File: config.mk
export PLATFORM = sky130hd
export DESIGN_NAME = wb_grf
export DESIGN_NICKNAME = d
export VERILOG_FILES = /design/src/rtl/wb_grf.sv
export SDC_FILE = /design/constraint.sdc
export NUM_CORES = 2
export LEC_CHECK = 0
export ABC_AREA = 1
export ABC_CLOCK_PERIOD_IN_PS = 4700
export CORE_UTILIZATION = 40
export CTS_BUF_LIST = sky130_fd_sc_hd__clkbuf_2
export CTS_CLUSTER_DIAMETER = 30
export CTS_CLUSTER_SIZE = 12
export DETAILED_ROUTE_END_ITERATION = 7
export PLACE_DENSITY = 0.54
export RECOVER_POWER = 25
export SYNTH_ARGS = -nofsm -noshare
export SYNTH_HDL_FRONTEND = slang
export SYNTH_HIERARCHICAL = 1
export SYNTH_SLANG_ARGS = --single-unit
File: constraint.sdc
create_clock -name clk -period 4.7 [get_ports clk]
set_input_delay 0.94 -clock clk [delete_from_list [all_inputs] [get_ports clk]]
set_output_delay 0.94 -clock clk [all_outputs]
set_load 0.02 [all_outputs]
File: src/rtl/wb_grf.sv
// Write-back stage register file: selects the WB value, commits it to 32x32 storage,
// serves two bypassed D-stage read ports, and keeps a commit counter plus commit trace.

module wb_grf_rdport #(
  parameter int AW = 5,
  parameter int DW = 32
) (
  input  logic [AW-1:0]                rd_addr,
  input  logic [(1<<AW)-1:0][DW-1:0]   regs,
  input  logic                         byp_en,
  input  logic [AW-1:0]                byp_addr,
  input  logic [DW-1:0]                byp_data,
  output logic [DW-1:0]                rd_data
);
  always_comb begin
    rd_data = regs[rd_addr];
    if (rd_addr == '0)                          rd_data = '0;
    else if (byp_en && (rd_addr == byp_addr))   rd_data = byp_data;
  end
endmodule

module wb_grf #(
  parameter logic [31:0] RESET_PC = 32'h0000_3000
) (
  input  logic        clk,
  input  logic        reset,
  input  logic [31:0] wb_pc,
  input  logic [4:0]  wb_regaddr,
  input  logic [31:0] wb_alures,
  input  logic [31:0] wb_memres,
  input  logic        wb_memToReg,
  input  logic        wb_regWrite,
  input  logic        wb_jump,
  input  logic [4:0]  rs_addr,
  input  logic [4:0]  rt_addr,
  output logic [31:0] rs_data,
  output logic [31:0] rt_data,
  output logic [31:0] wb_data,
  output logic [31:0] commit_count,
  output logic        trace_valid,
  output logic [31:0] trace_pc,
  output logic [4:0]  trace_addr,
  output logic [31:0] trace_data
);
  localparam int NUM_RD = 2;
  localparam int AW     = 5;
  localparam int DW     = 32;

  typedef struct packed {
    logic          vld;
    logic [31:0]   pc;
    logic [AW-1:0] addr;
    logic [DW-1:0] data;
  } trace_t;

  logic [(1<<AW)-1:0][DW-1:0] regs;
  logic [31:0]                cnt_q;
  trace_t                     trc_q;
  logic                       commit;
  logic [NUM_RD-1:0][AW-1:0]  rd_addr;
  logic [NUM_RD-1:0][DW-1:0]  rd_data;

  always_comb begin
    wb_data = wb_alures;
    if (wb_jump)          wb_data = wb_pc + 32'd8;
    else if (wb_memToReg) wb_data = wb_memres;
  end

  assign commit = wb_regWrite && (wb_regaddr != '0);

  // Entry 0 is never written, so it stays zero from reset onward.
  always_ff @(posedge clk or negedge reset) begin
    if (!reset) begin
      regs  <= '0;
      cnt_q <= '0;
      trc_q <= '{vld: 1'b0, pc: RESET_PC, addr: '0, data: '0};
    end else if (commit) begin
      regs[wb_regaddr] <= wb_data;
      cnt_q            <= cnt_q + 32'd1;
      trc_q            <= '{vld: 1'b1, pc: wb_pc, addr: wb_regaddr, data: wb_data};
    end else begin
      trc_q.vld <= 1'b0;
    end
  end

  assign rd_addr = {rt_addr, rs_addr};

  for (genvar p = 0; p < NUM_RD; p++) begin : g_rd
    wb_grf_rdport #(.AW(AW), .DW(DW)) u_rd (
      .rd_addr  (rd_addr[p]),
      .regs     (regs),
      .byp_en   (commit),
      .byp_addr (wb_regaddr),
      .byp_data (wb_data),
      .rd_data  (rd_data[p])
    );
  end

  assign rs_data      = rd_data[0];
  assign rt_data      = rd_data[1];
  assign commit_count = cnt_q;
  assign trace_valid  = trc_q.vld;
  assign trace_pc     = trc_q.pc;
  assign trace_addr   = trc_q.addr;
  assign trace_data   = trc_q.data;
endmodule

==> flow_summary.toml <==
[synthesis]
synth_cell_types = 36
ys_warn_count = 6
avgSynthCellArea_sq_um = 6.402
synth_area_sq_um = 68380
syn_nets = 10799
ys_ff_latch = 1126
synthCells = 10681
synth-seq-area-share = 0.4121

[power]
ir_drop_v = 0.0003416
p_leak_nw = 42.46
p_seq_frac = 0.418
switching_share = 0.3714
p_int_mw = 19.49
power_frac_clock = 0.336
finalPower_mw = 31.01
power_frac_comb = 0.246
power-per-cell-area_nw_per_um2 = 387.0
p_sw_mw = 11.51

[clock_network]
clkSinkCount = 1126
clk_root_buffer_cell = "clkbuf_2"
path_clk_slew_ns = 0.14
cts.htree.levels = 5
cts_buffers = 341
cts_buffer_depth = 4
cts_tree = "done"
clock_latency_ns = 1.88

[timing]
final_hold_viol_count = 0
fin_crit_sh = 0.9889
whs_ns = 0.1752
max_slew_margin = -1.505
skew_ns = 0.02546
tightest_slew_ns = 3.757
layout_min_cycle_time_ns = 4.648
setup_violations = 0
fmax_mhz = 215.2
slew_violations = 636

[placed_design]
post_dp_cell_area_sq_um = 75310
dp_hpwl_mm = 203.9
port_buffers = 313
place_inst = 12888
gp_congestion = 0.9657

[grt]
antenna_found_initial = 19
grt_use_total = 0.3708
overflow = 0
grt_start_max_net_pins = 154
grt_pass1_vias = 69683
grt_pass1_wl_mm = 476.0

[finish]
register_area_sq_um = 28180
stdcell_area_sq_um = 80130
mostFrequentLayoutCells = "5,172 x nand2_1, 1,160 x nand3_1, 1,124 x dfrtp_1"
drive_gt1_frac = 0.1029
fill_cells = 17576
nNetsFinal = 11185
area.growth.synth_to_final_pct = 17.19
multi_input_area_sq_um = 33100
final_common_cell = "nand2_1"
finalNonFillerCells = 13547

[worst_setup_path]
criticalPathCategory = "flop to output pin"
start_kind = "flop"
crit_required_ns = 3.76
crit_arrival_ns = 3.71
timing.rr.end = "commit_count[22]$_DFFE_PN0P_"
cp-end-kind = "output pin"
cp_max_fo = 3
r2r_slack_ns = 2.61
r2r_start = "commit_count[12]$_DFFE_PN0P_"
rr_worst_depth = 6

[floorplan]
dieArea_sq_um = 172600
fp-row-count = 151
die_y_microns = 415.5
ios = 314
start_util = 0.4035
fp.dieW_microns = 415.5
coreArea_sq_um = 169500

[status]
violations = "max-capacitance violations, max-slew violations"
outcome = "finished, violations left"

[hold_path]
hold_class = "primary input to flop"
hold_start = "wb_memres[27]"
hold_end = "trace_data[27]$_DFFE_PN0P_"
holdPathStages = 6

[route]
via_per_inst = 5.504
final_antenna_net_count = 0
drt-wirelength-per-cell_microns = 24.12
wl_mm = 326.7
first_pass_iters = 6
drc = 0
vias = 74557
first_iter_violations = 9814

[job]
drv_cap = 8
==> flip-flops by register name, summed over array words and instances, names as in the netlist <==
| register | cells |
|---|---|
| trace_pc | 32 |
| trace_data | 32 |
| trace_valid | 1 |
| commit_count | 32 |
| regs | 1024 |
| trace_addr | 5 |
==> power by group through the flow <==
stage,registers (mW),clock network (mW),logic (mW)
6_report,13.0,10.4,7.63
5_1_grt,13.2,11.0,8.52
4_1_cts,12.9,10.6,7.53
3_5_place_dp,13.1,0,7.48
3_3_place_gp,13.0,0,7.38
2_1_floorplan,12.8,0,4.73
==> worst max-delay path by stage <==
stage,end,depth (start not counted),startpoint,slack (ns)
6_report,rs_data[10],9,regs[810]$_DFFE_PN0P_,0.05
5_1_grt,rt_data[28],11,regs[476]$_DFFE_PN0P_,-0.05
4_1_cts,rt_data[8],11,regs[776]$_DFFE_PN0P_,-0.17
3_5_place_dp,rt_data[8],12,wb_regaddr[4],-0.12
3_3_place_gp,rt_data[19],14,wb_pc[4],-0.13
2_1_floorplan,rs_data[13],12,wb_pc[3],1.12
==> cell families after synthesis <==
logic type | after synthesis | synth area share
compound gates | 906 | 0.06950
buf+inv | 1667 | 0.1081
flops | 1126 | 0.4121
xor+xnor | 22 | 0.002818
fa+ha+maj | 2 | 0.0003659
simple gates | 6958 | 0.4071
==> synthesized netlist by cell type, drive strengths merged <==
library cell / n / area, sq um
nand3: 1170 / 5871
nand2: 5209 / 19560
and2: 3 / 18.77
nor3b: 1 / 7.510
xnor2: 3 / 26.28
a22o: 2 / 17.52
nand4: 8 / 62.56
nand3b: 4 / 30.03
o22ai: 5 / 31.28
clkbuf: 245 / 922.1
nor2: 542 / 2180
a21oi: 57 / 285.3
dfrtp: 1124 / 28130
nor3: 21 / 105.1
o211ai: 80 / 600.6
dfstp: 2 / 52.55
inv: 905 / 3407
buf: 515 / 3054
xor2: 19 / 166.4
o21ai: 762 / 3817
clkinv: 2 / 7.510
ha: 2 / 25.02
==> final cells by class <==
class,instances,share of cell area
multi-input combinational,7888,0.4131
sequential,1126,0.3517
timing repair buffer,803,0.1041
inverter,907,0.04333
tap,2218,0.03463
clock inverter,207,0.02867
clock buffer,388,0.02423
antenna,10,0.0003123
==> repair_timing <==
| action | CTS | global route |
|---|---|---|
| cloned | 0 | 2 |
| setup endpoints to repair | 57 | 36 |
| pin swaps | 2 | 3 |
| hold buffers | 45 | 0 |
| buffers inserted | 0 | 7 |
| endpoints found under the hold margin | 1147 | 0 |
| resized for setup | 99 | 48 |
==> per-stage QoR <==
stage | setup TNS, ns | worst slack (ns) | util
2_1_floorplan | 0 | 1.124 | -
3_5_place_dp | -0.4402 | -0.1188 | 0.4444
6_report | 0 | 0.05235 | 0.4728
5_1_grt | -0.6352 | -0.04658 | 0.4728
4_1_cts | -0.1723 | -0.1723 | 0.4726
3_3_place_gp | -0.4306 | -0.1329 | 0.4444
==> worst max-delay path: stages, from the launching register on <==
cell and delay [ns]:
dfrtp_1 0.39, nand2_1 0.06, nand2_1 0.08, nand2_1 0.07
nand3_1 0.09, nand3_1 0.13, nand3_1 0.29, nand2_2 0.21
a21oi_1 0.29, buf_4 0.20
==> per-layer routing <==
layer / up-vias / part of all wire / GRT usage
li1: 33889 / - / -
met1: 35197 / 0.40 / 0.4917
met2: 4469 / 0.43 / 0.5551
met3: 998 / 0.11 / 0.09234
met4: 4 / 0.057 / 0.1981
met5: - / 0.000070 / 0
Power figures use the tool's default switching activity.
